### src/rtl/ddr_mp_burst_ctrl_if.sv
`default_nettype none
// ============================================================================
//  Module      : ddr_mp_burst_ctrl_if
//  Description : Client request/response bus plus MIG app_* user interface
//                bundled for the multi-port DDR burst controller.
//  Revision    : 1.0 - initial release
// ============================================================================
interface ddr_mp_burst_ctrl_if #(
  parameter int DDR_DATA_WIDTH = 128,
  parameter int DDR_ADDR_WIDTH = 28,
  parameter int NUM_PORTS      = 2
);
  // Controller-wide status from the DDR IP
  logic                                 init_calib_complete;

  // Client request side
  logic [NUM_PORTS-1:0]                 rd_req;
  logic [NUM_PORTS-1:0]                 wr_req;
  logic [NUM_PORTS*10-1:0]              rd_len;
  logic [NUM_PORTS*10-1:0]              wr_len;
  logic [NUM_PORTS*DDR_ADDR_WIDTH-1:0]  rd_addr;
  logic [NUM_PORTS*DDR_ADDR_WIDTH-1:0]  wr_addr;
  logic [NUM_PORTS*DDR_DATA_WIDTH-1:0]  wr_data;

  // Client response side
  logic [NUM_PORTS-1:0]                 wr_data_req;
  logic [DDR_DATA_WIDTH-1:0]            rd_data;
  logic [NUM_PORTS-1:0]                 rd_data_valid;
  logic [NUM_PORTS-1:0]                 rd_finish;
  logic [NUM_PORTS-1:0]                 wr_finish;
  logic [NUM_PORTS-1:0]                 grant;
  logic                                 busy;

  // MIG user interface, controller drive
  logic [DDR_ADDR_WIDTH-1:0]            app_addr;
  logic [2:0]                           app_cmd;
  logic                                 app_en;
  logic [DDR_DATA_WIDTH-1:0]            app_wdf_data;
  logic                                 app_wdf_end;
  logic [DDR_DATA_WIDTH/8-1:0]          app_wdf_mask;
  logic                                 app_wdf_wren;

  // MIG user interface, DDR IP returns
  logic [DDR_DATA_WIDTH-1:0]            app_rd_data;
  logic                                 app_rd_data_valid;
  logic                                 app_rdy;
  logic                                 app_wdf_rdy;

  // Controller view: serves client requests, drives the app_* command side
  modport slave (
    input  init_calib_complete,
    input  rd_req, wr_req, rd_len, wr_len, rd_addr, wr_addr, wr_data,
    output wr_data_req, rd_data, rd_data_valid, rd_finish, wr_finish, grant, busy,
    output app_addr, app_cmd, app_en, app_wdf_data, app_wdf_end, app_wdf_mask, app_wdf_wren,
    input  app_rd_data, app_rd_data_valid, app_rdy, app_wdf_rdy
  );

  // Environment view: clients plus DDR IP
  modport master (
    output init_calib_complete,
    output rd_req, wr_req, rd_len, wr_len, rd_addr, wr_addr, wr_data,
    input  wr_data_req, rd_data, rd_data_valid, rd_finish, wr_finish, grant, busy,
    input  app_addr, app_cmd, app_en, app_wdf_data, app_wdf_end, app_wdf_mask, app_wdf_wren,
    output app_rd_data, app_rd_data_valid, app_rdy, app_wdf_rdy
  );
endinterface
`default_nettype wire

### src/rtl/ddr_mp_burst_ctrl.sv
`default_nettype none
// ============================================================================
//  Module      : ddr_mp_burst_ctrl
//  Description : Round-robin multi-port DDR burst controller. Grants one
//                client at a time, issues its burst on the MIG app_* bus and
//                routes write-data requests, read data and finish pulses to
//                the granted port only.
//  Revision    : 1.0 - initial release
// ============================================================================
module ddr_mp_burst_ctrl #(
  parameter int DDR_DATA_WIDTH = 128,
  parameter int DDR_ADDR_WIDTH = 28,
  parameter int NUM_PORTS      = 2,
  parameter int ADDR_STRIDE    = 8
) (
  input  wire logic         clk,
  input  wire logic         rst,
  ddr_mp_burst_ctrl_if.slave bus
);

  localparam int         PW         = (NUM_PORTS > 1) ? $clog2(NUM_PORTS) : 1;
  localparam logic [2:0] CMD_READ   = 3'b001;
  localparam logic [2:0] CMD_WRITE  = 3'b000;

  typedef enum logic [2:0] {
    IDLE    = 3'd0,
    RD_RUN  = 3'd1,
    RD_WAIT = 3'd2,
    WR_RUN  = 3'd3,
    WR_WAIT = 3'd4,
    DONE    = 3'd5
  } state_t;

  state_t                    state_q, state_d;
  logic [NUM_PORTS-1:0]      grant_q, grant_d;
  logic                      dir_rd_q, dir_rd_d;
  logic [9:0]                len_q, len_d;
  logic [9:0]                cmd_cnt_q, cmd_cnt_d;
  logic [9:0]                data_cnt_q, data_cnt_d;
  logic [DDR_ADDR_WIDTH-1:0] addr_q, addr_d;
  logic [2:0]                cmd_q, cmd_d;
  logic                      en_q, en_d;
  logic [PW-1:0]             rr_q, rr_d;

  logic                      found;
  logic [PW-1:0]             win;
  logic [NUM_PORTS-1:0]      win_onehot;
  logic [PW:0]               scan_idx;
  logic                      cmd_acc;
  logic                      wr_fire;
  logic                      rd_beat;
  logic [DDR_DATA_WIDTH-1:0] wdata_mux;

  // Gated handshake qualifiers; nothing counts while calibration is pending.
  assign cmd_acc = bus.init_calib_complete & en_q & bus.app_rdy;
  assign wr_fire = bus.init_calib_complete & (state_q == WR_RUN) & bus.app_wdf_rdy
                   & (data_cnt_q < len_q);
  assign rd_beat = bus.init_calib_complete & bus.app_rd_data_valid
                   & ((state_q == RD_RUN) | (state_q == RD_WAIT));

  // Round-robin scan starting at rr_q; first requesting port wins.
  always_comb begin
    found      = 1'b0;
    win        = '0;
    win_onehot = '0;
    scan_idx   = '0;
    for (int i = 0; i < NUM_PORTS; i++) begin
      scan_idx = {1'b0, rr_q} + (PW+1)'(i);
      if (scan_idx >= (PW+1)'(NUM_PORTS)) begin
        scan_idx = scan_idx - (PW+1)'(NUM_PORTS);
      end
      if (!found && (bus.rd_req[scan_idx[PW-1:0]] | bus.wr_req[scan_idx[PW-1:0]])) begin
        found                          = 1'b1;
        win                            = scan_idx[PW-1:0];
        win_onehot                     = '0;
        win_onehot[scan_idx[PW-1:0]]   = 1'b1;
      end
    end
  end

  // Next-state and datapath update; everything holds while calibration is low.
  always_comb begin
    state_d    = state_q;
    grant_d    = grant_q;
    dir_rd_d   = dir_rd_q;
    len_d      = len_q;
    cmd_cnt_d  = cmd_cnt_q;
    data_cnt_d = data_cnt_q;
    addr_d     = addr_q;
    cmd_d      = cmd_q;
    en_d       = en_q;
    rr_d       = rr_q;

    if (bus.init_calib_complete) begin
      // Command side is shared by both directions: count, stride, stop at len.
      if (cmd_acc) begin
        cmd_cnt_d = cmd_cnt_q + 10'd1;
        addr_d    = addr_q + DDR_ADDR_WIDTH'(ADDR_STRIDE);
        if ((cmd_cnt_q + 10'd1) == len_q) begin
          en_d = 1'b0;
        end
      end

      case (state_q)
        IDLE: begin
          if (found) begin
            grant_d    = win_onehot;
            rr_d       = (win == PW'(NUM_PORTS - 1)) ? '0 : (win + PW'(1));
            cmd_cnt_d  = '0;
            data_cnt_d = '0;
            // A port asking for both directions gets its read first.
            if (bus.rd_req[win]) begin
              dir_rd_d = 1'b1;
              len_d    = bus.rd_len[10*int'(win) +: 10];
              addr_d   = bus.rd_addr[DDR_ADDR_WIDTH*int'(win) +: DDR_ADDR_WIDTH];
              cmd_d    = CMD_READ;
            end else begin
              dir_rd_d = 1'b0;
              len_d    = bus.wr_len[10*int'(win) +: 10];
              addr_d   = bus.wr_addr[DDR_ADDR_WIDTH*int'(win) +: DDR_ADDR_WIDTH];
              cmd_d    = CMD_WRITE;
            end
            // Zero-length bursts skip the DDR entirely but still finish.
            if (len_d == 10'd0) begin
              en_d    = 1'b0;
              state_d = DONE;
            end else begin
              en_d    = 1'b1;
              state_d = dir_rd_d ? RD_RUN : WR_RUN;
            end
          end
        end

        RD_RUN: begin
          if (rd_beat) begin
            data_cnt_d = data_cnt_q + 10'd1;
          end
          if (rd_beat && ((data_cnt_q + 10'd1) == len_q)) begin
            state_d = DONE;
          end else if (cmd_cnt_d == len_q) begin
            state_d = RD_WAIT;
          end
        end

        RD_WAIT: begin
          if (rd_beat) begin
            data_cnt_d = data_cnt_q + 10'd1;
            if ((data_cnt_q + 10'd1) == len_q) begin
              state_d = DONE;
            end
          end
        end

        WR_RUN: begin
          if (wr_fire) begin
            data_cnt_d = data_cnt_q + 10'd1;
            if ((data_cnt_q + 10'd1) == len_q) begin
              state_d = WR_WAIT;
            end
          end
        end

        WR_WAIT: begin
          if (cmd_cnt_d == len_q) begin
            state_d = DONE;
          end
        end

        DONE: begin
          grant_d = '0;
          en_d    = 1'b0;
          state_d = IDLE;
        end

        default: begin
          state_d = IDLE;
          grant_d = '0;
          en_d    = 1'b0;
        end
      endcase
    end
  end

  // State and datapath registers; async reset aborts any burst in flight.
  always_ff @(posedge clk or posedge rst) begin
    if (rst) begin
      state_q    <= IDLE;
      grant_q    <= '0;
      dir_rd_q   <= 1'b0;
      len_q      <= '0;
      cmd_cnt_q  <= '0;
      data_cnt_q <= '0;
      addr_q     <= '0;
      cmd_q      <= '0;
      en_q       <= 1'b0;
      rr_q       <= '0;
    end else begin
      state_q    <= state_d;
      grant_q    <= grant_d;
      dir_rd_q   <= dir_rd_d;
      len_q      <= len_d;
      cmd_cnt_q  <= cmd_cnt_d;
      data_cnt_q <= data_cnt_d;
      addr_q     <= addr_d;
      cmd_q      <= cmd_d;
      en_q       <= en_d;
      rr_q       <= rr_d;
    end
  end

  // Write-data mux keyed on the one-hot grant, so it reads 0 when idle.
  always_comb begin
    wdata_mux = '0;
    for (int p = 0; p < NUM_PORTS; p++) begin
      if (grant_q[p]) begin
        wdata_mux = wdata_mux | bus.wr_data[DDR_DATA_WIDTH*p +: DDR_DATA_WIDTH];
      end
    end
  end

  assign bus.app_addr      = addr_q;
  assign bus.app_cmd       = cmd_q;
  assign bus.app_en        = en_q;
  assign bus.app_wdf_data  = wdata_mux;
  assign bus.app_wdf_wren  = wr_fire;
  assign bus.app_wdf_end   = wr_fire;
  assign bus.app_wdf_mask  = '0;

  assign bus.wr_data_req   = wr_fire ? grant_q : '0;
  assign bus.rd_data       = bus.app_rd_data;
  // Read returns after an abort land with grant=0 and are dropped here.
  assign bus.rd_data_valid = bus.app_rd_data_valid ? grant_q : '0;
  assign bus.rd_finish     = ((state_q == DONE) && dir_rd_q)  ? grant_q : '0;
  assign bus.wr_finish     = ((state_q == DONE) && !dir_rd_q) ? grant_q : '0;
  assign bus.grant         = grant_q;
  assign bus.busy          = (state_q != IDLE);

endmodule
`default_nettype wire

### src/flat_wrapper.sv
// flat-port wrapper written by rule: the top's interface ports become plain ports
module ddr_mp_burst_ctrl_flat 
#(
  parameter int DDR_DATA_WIDTH = 128,
  parameter int DDR_ADDR_WIDTH = 28,
  parameter int NUM_PORTS      = 2,
  parameter int ADDR_STRIDE    = 8
)
  (clk, rst, bus_init_calib_complete, bus_rd_req, bus_wr_req, bus_rd_len, bus_wr_len, bus_rd_addr, bus_wr_addr, bus_wr_data, bus_wr_data_req, bus_rd_data, bus_rd_data_valid, bus_rd_finish, bus_wr_finish, bus_grant, bus_busy, bus_app_addr, bus_app_cmd, bus_app_en, bus_app_wdf_data, bus_app_wdf_end, bus_app_wdf_mask, bus_app_wdf_wren, bus_app_rd_data, bus_app_rd_data_valid, bus_app_rdy, bus_app_wdf_rdy);
  ddr_mp_burst_ctrl_if #(.DDR_DATA_WIDTH(DDR_DATA_WIDTH), .DDR_ADDR_WIDTH(DDR_ADDR_WIDTH), .NUM_PORTS(NUM_PORTS)) bus_i ();
  input  wire logic clk;
  input  wire logic rst;
  input wire logic [$bits(bus_i.init_calib_complete)-1:0] bus_init_calib_complete;
  input wire logic [$bits(bus_i.rd_req)-1:0] bus_rd_req;
  input wire logic [$bits(bus_i.wr_req)-1:0] bus_wr_req;
  input wire logic [$bits(bus_i.rd_len)-1:0] bus_rd_len;
  input wire logic [$bits(bus_i.wr_len)-1:0] bus_wr_len;
  input wire logic [$bits(bus_i.rd_addr)-1:0] bus_rd_addr;
  input wire logic [$bits(bus_i.wr_addr)-1:0] bus_wr_addr;
  input wire logic [$bits(bus_i.wr_data)-1:0] bus_wr_data;
  output wire logic [$bits(bus_i.wr_data_req)-1:0] bus_wr_data_req;
  output wire logic [$bits(bus_i.rd_data)-1:0] bus_rd_data;
  output wire logic [$bits(bus_i.rd_data_valid)-1:0] bus_rd_data_valid;
  output wire logic [$bits(bus_i.rd_finish)-1:0] bus_rd_finish;
  output wire logic [$bits(bus_i.wr_finish)-1:0] bus_wr_finish;
  output wire logic [$bits(bus_i.grant)-1:0] bus_grant;
  output wire logic [$bits(bus_i.busy)-1:0] bus_busy;
  output wire logic [$bits(bus_i.app_addr)-1:0] bus_app_addr;
  output wire logic [$bits(bus_i.app_cmd)-1:0] bus_app_cmd;
  output wire logic [$bits(bus_i.app_en)-1:0] bus_app_en;
  output wire logic [$bits(bus_i.app_wdf_data)-1:0] bus_app_wdf_data;
  output wire logic [$bits(bus_i.app_wdf_end)-1:0] bus_app_wdf_end;
  output wire logic [$bits(bus_i.app_wdf_mask)-1:0] bus_app_wdf_mask;
  output wire logic [$bits(bus_i.app_wdf_wren)-1:0] bus_app_wdf_wren;
  input wire logic [$bits(bus_i.app_rd_data)-1:0] bus_app_rd_data;
  input wire logic [$bits(bus_i.app_rd_data_valid)-1:0] bus_app_rd_data_valid;
  input wire logic [$bits(bus_i.app_rdy)-1:0] bus_app_rdy;
  input wire logic [$bits(bus_i.app_wdf_rdy)-1:0] bus_app_wdf_rdy;
  assign bus_i.init_calib_complete = bus_init_calib_complete;
  assign bus_i.rd_req = bus_rd_req;
  assign bus_i.wr_req = bus_wr_req;
  assign bus_i.rd_len = bus_rd_len;
  assign bus_i.wr_len = bus_wr_len;
  assign bus_i.rd_addr = bus_rd_addr;
  assign bus_i.wr_addr = bus_wr_addr;
  assign bus_i.wr_data = bus_wr_data;
  assign bus_wr_data_req = bus_i.wr_data_req;
  assign bus_rd_data = bus_i.rd_data;
  assign bus_rd_data_valid = bus_i.rd_data_valid;
  assign bus_rd_finish = bus_i.rd_finish;
  assign bus_wr_finish = bus_i.wr_finish;
  assign bus_grant = bus_i.grant;
  assign bus_busy = bus_i.busy;
  assign bus_app_addr = bus_i.app_addr;
  assign bus_app_cmd = bus_i.app_cmd;
  assign bus_app_en = bus_i.app_en;
  assign bus_app_wdf_data = bus_i.app_wdf_data;
  assign bus_app_wdf_end = bus_i.app_wdf_end;
  assign bus_app_wdf_mask = bus_i.app_wdf_mask;
  assign bus_app_wdf_wren = bus_i.app_wdf_wren;
  assign bus_i.app_rd_data = bus_app_rd_data;
  assign bus_i.app_rd_data_valid = bus_app_rd_data_valid;
  assign bus_i.app_rdy = bus_app_rdy;
  assign bus_i.app_wdf_rdy = bus_app_wdf_rdy;
  ddr_mp_burst_ctrl #(.DDR_DATA_WIDTH(DDR_DATA_WIDTH), .DDR_ADDR_WIDTH(DDR_ADDR_WIDTH), .NUM_PORTS(NUM_PORTS), .ADDR_STRIDE(ADDR_STRIDE)) u_core (.clk(clk), .rst(rst), .bus(bus_i));
endmodule
### config.mk
export PLATFORM = sky130hd
export DESIGN_NAME = ddr_mp_burst_ctrl_flat
export DESIGN_NICKNAME = d
export VERILOG_FILES = /design/src/rtl/ddr_mp_burst_ctrl_if.sv /design/src/rtl/ddr_mp_burst_ctrl.sv /design/src/flat_wrapper.sv
export SDC_FILE = /design/constraint.sdc
export NUM_CORES = 1
export LEC_CHECK = 0
export ABC_AREA = 0
export CAP_MARGIN = 30
export CORE_AREA = 4 4 331 333
export DETAILED_ROUTE_END_ITERATION = 6
export DIE_AREA = 0 0 335 337
export SYNTH_ARGS = -nofsm -noshare
export SYNTH_HDL_FRONTEND = slang
export SYNTH_SLANG_ARGS = --single-unit
### constraint.sdc
create_clock -name clk -period 6.37 [get_ports clk]
set_input_delay 0.9555 -clock clk [delete_from_list [all_inputs] [get_ports clk]]
set_output_delay 0.9555 -clock clk [all_outputs]
set_load 0.02 [all_outputs]
==> results by group <==
Worst setup path
  – Worst-path maximum fanout: 15
  – Minimum setup slack among reg-to-reg paths: 2.98 ns
  – Launch point of the worst path: bus_init_calib_complete
  – Worst r2r dst: u_core.data_cnt_q[6]
  – Crit end category: primary output
  – Required time of the critical path: 5.41 ns
  – Crit Path Category: in -> out
  – Critical register-to-register path startpoint: u_core.len_q[3]
  – Startpoint type of the worst setup path: primary input
  – Worst-case reg-to-reg path depth: 9
  – Data arrival time of the worst path: 3.49 ns

Placement
  – Last weighted congestion value of the routability-driven placer: 0.869
  – Number of placed instances, taps included: 2850
  – Port Buffer Count: 588
  – Detail Placement HPWL: 63400 µm
  – Cell area reported after detailed placement: 14400 µm²

Finish
  – Total area of multi-input combinational cells: 4880 µm²
  – Commonest cells after routing, fill and taps aside: clkdlybuf4s50_1, a22o_1, nand2_1, o21ai_0, dfrtp_1
  – Layout cells sized above 1: 0.0376
  – Layout Cells excl Fill: 2883
  – Layout fillers: 12200
  – Flip-flop and latch area: 1660 µm²
  – Final standard cell area without fillers: 14800 µm²
  – Number of nets in the final layout: 2017
  – Layout Area Growth over Synthesis: 86.0%
  – Commonest non-fill, non-tap cell in the layout: clkdlybuf4s50_1

GRT
  – Number of global-route vias before repair: 9959
  – Global-route wire length before repair: 89800 µm
  – GRT Overall Usage: 0.118
  – Total grt overflow: 0
  – Pin count of the biggest net entering global routing: 93
  – Initial antenna violation count: 86

Detailed routing
  – First-iteration detailed-routing DRC count: 656
  – Final WL: 70900 µm
  – Final antenna-violating net count: 0
  – Number of search-and-repair iterations in the first detailed-routing pass: 5
  – DRC violation count after routing: 0
  – Via density per instance: 3.60
  – Post-DR wirelength/cell: 24.6 µm
  – Total via count in the routed design: 10400

Yosys
  – Cell type with the largest total area after synthesis: dfrtp_1
  – Adder and majority gate portion of the synthesized area: 0.0204
  – EDFF count, synth: 0
  – Yosys cell types: 73
  – Proportion of synthesized area in mux cells: 0.00755
  – Synth Cell Area: 7960 µm²
  – Share of synthesized flip-flops with an asynchronous set or reset: 1.00
  – Sequential-to-total area share from yosys stat: 0.208
  – Cells after synthesis: 1053
  – Compound-cell area share of the yosys netlist: 0.351
  – Proportion of netlist area held by the largest area contributor: 0.208
  – Top FF cell, synth: dfrtp_1
  – Main combinational cell family by area after synthesis: compound AO/OA/AOI/OAI gates
  – Biggest area contributors in the synthesized netlist: dfrtp_1, a22o_1, buf_4
  – Mean Syn Cell Area: 7.56 µm²
  – Yosys synthesis warning count: 0
  – Synth Area in Simple Gates: 0.174
  – Flip-flop and latch count after synthesis: 66
  – Parity-gate share of the synthesized area counting xor and xnor cells: 0.0481

Worst hold path
  – Class of the tightest hold or removal check: reg -> reg
  – Count of cells along the worst hold path: 1
  – Endpoint with the worst hold slack: u_core.cmd_cnt_q[9]
  – Source of the worst hold timing path: u_core.cmd_cnt_q[9]

Pwr
  – Switching power summed over all nets: 0.00260 W
  – Overall power of the completed layout: 0.00524 W
  – Worst IR drop on VDD: 0.000181 V
  – Pleak: 5.25 nW
  – Part of the total power dissipated in combinational logic: 0.700
  – Fraction of power spent switching nets: 0.496
  – Portion of total power attributed to the clock network: 0.115
  – Relative contribution of sequential cells to total power: 0.185
  – Internal: 0.00264 W
  – Total power density per cell area: 354 nW/µm²

Clock tree
  – Number of CTS-inserted buffers: 9
  – Number of sinks handled by clock tree synthesis: 66
  – Clock latency on the worst-skew pair: 0.35 ns
  – CTS hold repair buffers: 0
  – Post-CTS resize count: 0
  – Register clock-pin slew on the reported worst setup and hold paths: 0.06 ns
  – Number of setup buffers added after CTS: 0
  – Clock Tree Root: clkbuf_16
  – Max H-tree Level: 3
  – CTS tree: yes
  – Clock buffer depth: 2

Floorplanning
  – Overall die height: 337 µm
  – Total die area: 113000 µm²
  – Area inside the core boundary: 107000 µm²
  – Top Ports: 863
  – Placement row count: 120
  – Effective utilization at floorplan: 0.0746
  – Die Width: 335 µm

STA
  – RSZ-0062 raised after global routing: no
  – Transition time of the tightest slew-check pin: 0.917 ns
  – Maximum operating frequency: 0.225 GHz
  – Relative slew slack: 0.386
  – Setup_tns: 0 ns
  – Final cycle utilization of the critical path: 0.697
  – Max Slew Vio Count: 0
  – Setup Viol. Count Final: 0
  – Endpoints failing hold: 0
  – Worst clock skew: 0.0127 ns
  – Minimum clock period after layout: 4.44 ns

Flow run
  – Number of violations of the max-capacitance limit: 0

Run status
  – Run status: finished clean
[metal layers]
layer,wire [µm],up-vias,global-route usage
met3,7440,200,0.0491
li1,-,4571,-
met1,23600,4833,0.113
met5,118,-,0
met2,37100,755,0.228
met4,2580,18,0.0347
[kinds of logic after synthesis]
kind of cell,after synthesis
other,1
buffers and inverters,250
AO/OA/AOI/OAI,384
XOR/XNOR,42
multiplexers,6
AND/OR/NAND/NOR,291
adder cells (fa/ha/maj),13
flip-flops,66
[cells in the mapped netlist, types with 4 or more instances]
cell type	count
nand4_1	10
clkbuf_1	64
inv_1	21
a311oi_1	5
a21oi_1	37
o31ai_1	5
o22a_1	4
o21ai_0	75
buf_2	7
and3_1	16
a211oi_1	5
and2_1	7
a22oi_1	7
o221ai_1	15
xnor2_1	25
buf_4	150
nand3_1	25
mux2i_1	6
and4_1	4
a22o_1	135
nor2_1	49
xor2_1	16
buf_1	7
dfrtp_1	66
nand2b_1	8
o211ai_1	7
nand2_1	123
ha_1	13
o22ai_1	16
nor3_1	26
a31o_2	4
a21o_1	5
a31oi_1	32
[flip-flops by register name, indices dropped and copies added (netlist names)]
| name | cells |
|---|---|
| u_core.len_q | 10 |
| u_core.cmd_cnt_q | 10 |
| u_core.rr_q | 1 |
| u_core.bus.app_addr | 28 |
| u_core.bus.grant | 2 |
| u_core.data_cnt_q | 10 |
| u_core.state_q | 3 |
| u_core.bus.app_cmd | 1 |
| u_core.bus.app_en | 1 |
[worst max path at each step]
stage | to | cells after the start
after global placement | bus_wr_data_req[0] | 7
after detailed placement | bus_wr_data_req[1] | 7
after CTS | bus_wr_data_req[1] | 7
after global routing | bus_wr_data_req[1] | 7
after floorplan | bus_wr_data_req[0] | 7
final | bus_wr_data_req[0] | 7
[power by group through the flow]
| stage | registers [W] | clock network, W | logic (W) |
|---|---|---|---|
| finish | 0.000967 | 0.000605 | 0.00367 |
| global route | 0.00101 | 0.000629 | 0.00393 |
| CTS | 0.000973 | 0.000614 | 0.00369 |
| detailed placement | 0.000975 | 0 | 0.00368 |
| global placement | 0.000972 | 0 | 0.00366 |
| floorplan | 0.000851 | 0 | 0.00208 |
[final cells by class]
class                   instances  area share
diodes                         17     0.00287
clock buffers                   9      0.0152
multi-input cells             754       0.329
repair buffers                606       0.408
inverters                      21     0.00533
flip-flops and latches         66       0.112
well taps                    1403       0.119
clock inverters                 7     0.00845
[critical path: stages]
cell	delay, ns
clkdlybuf4s50_1	0.84
buf_4	0.28
nand3b_1	0.10
nor4_2	0.27
buf_4	0.27
and2_1	0.15
clkdlybuf4s50_1	0.60
[through the flow]
stage,worst slack [ns],utilization,hold WS [ns]
after global routing,1.81,0.139,0.539
after detailed placement,1.95,0.135,0.518
after floorplan,2.96,-,0.476
final,1.93,0.139,0.526
after global placement,1.97,0.135,0.511
after CTS,1.92,0.138,0.526
No activity file was read; power rests on OpenSTA's default activity.
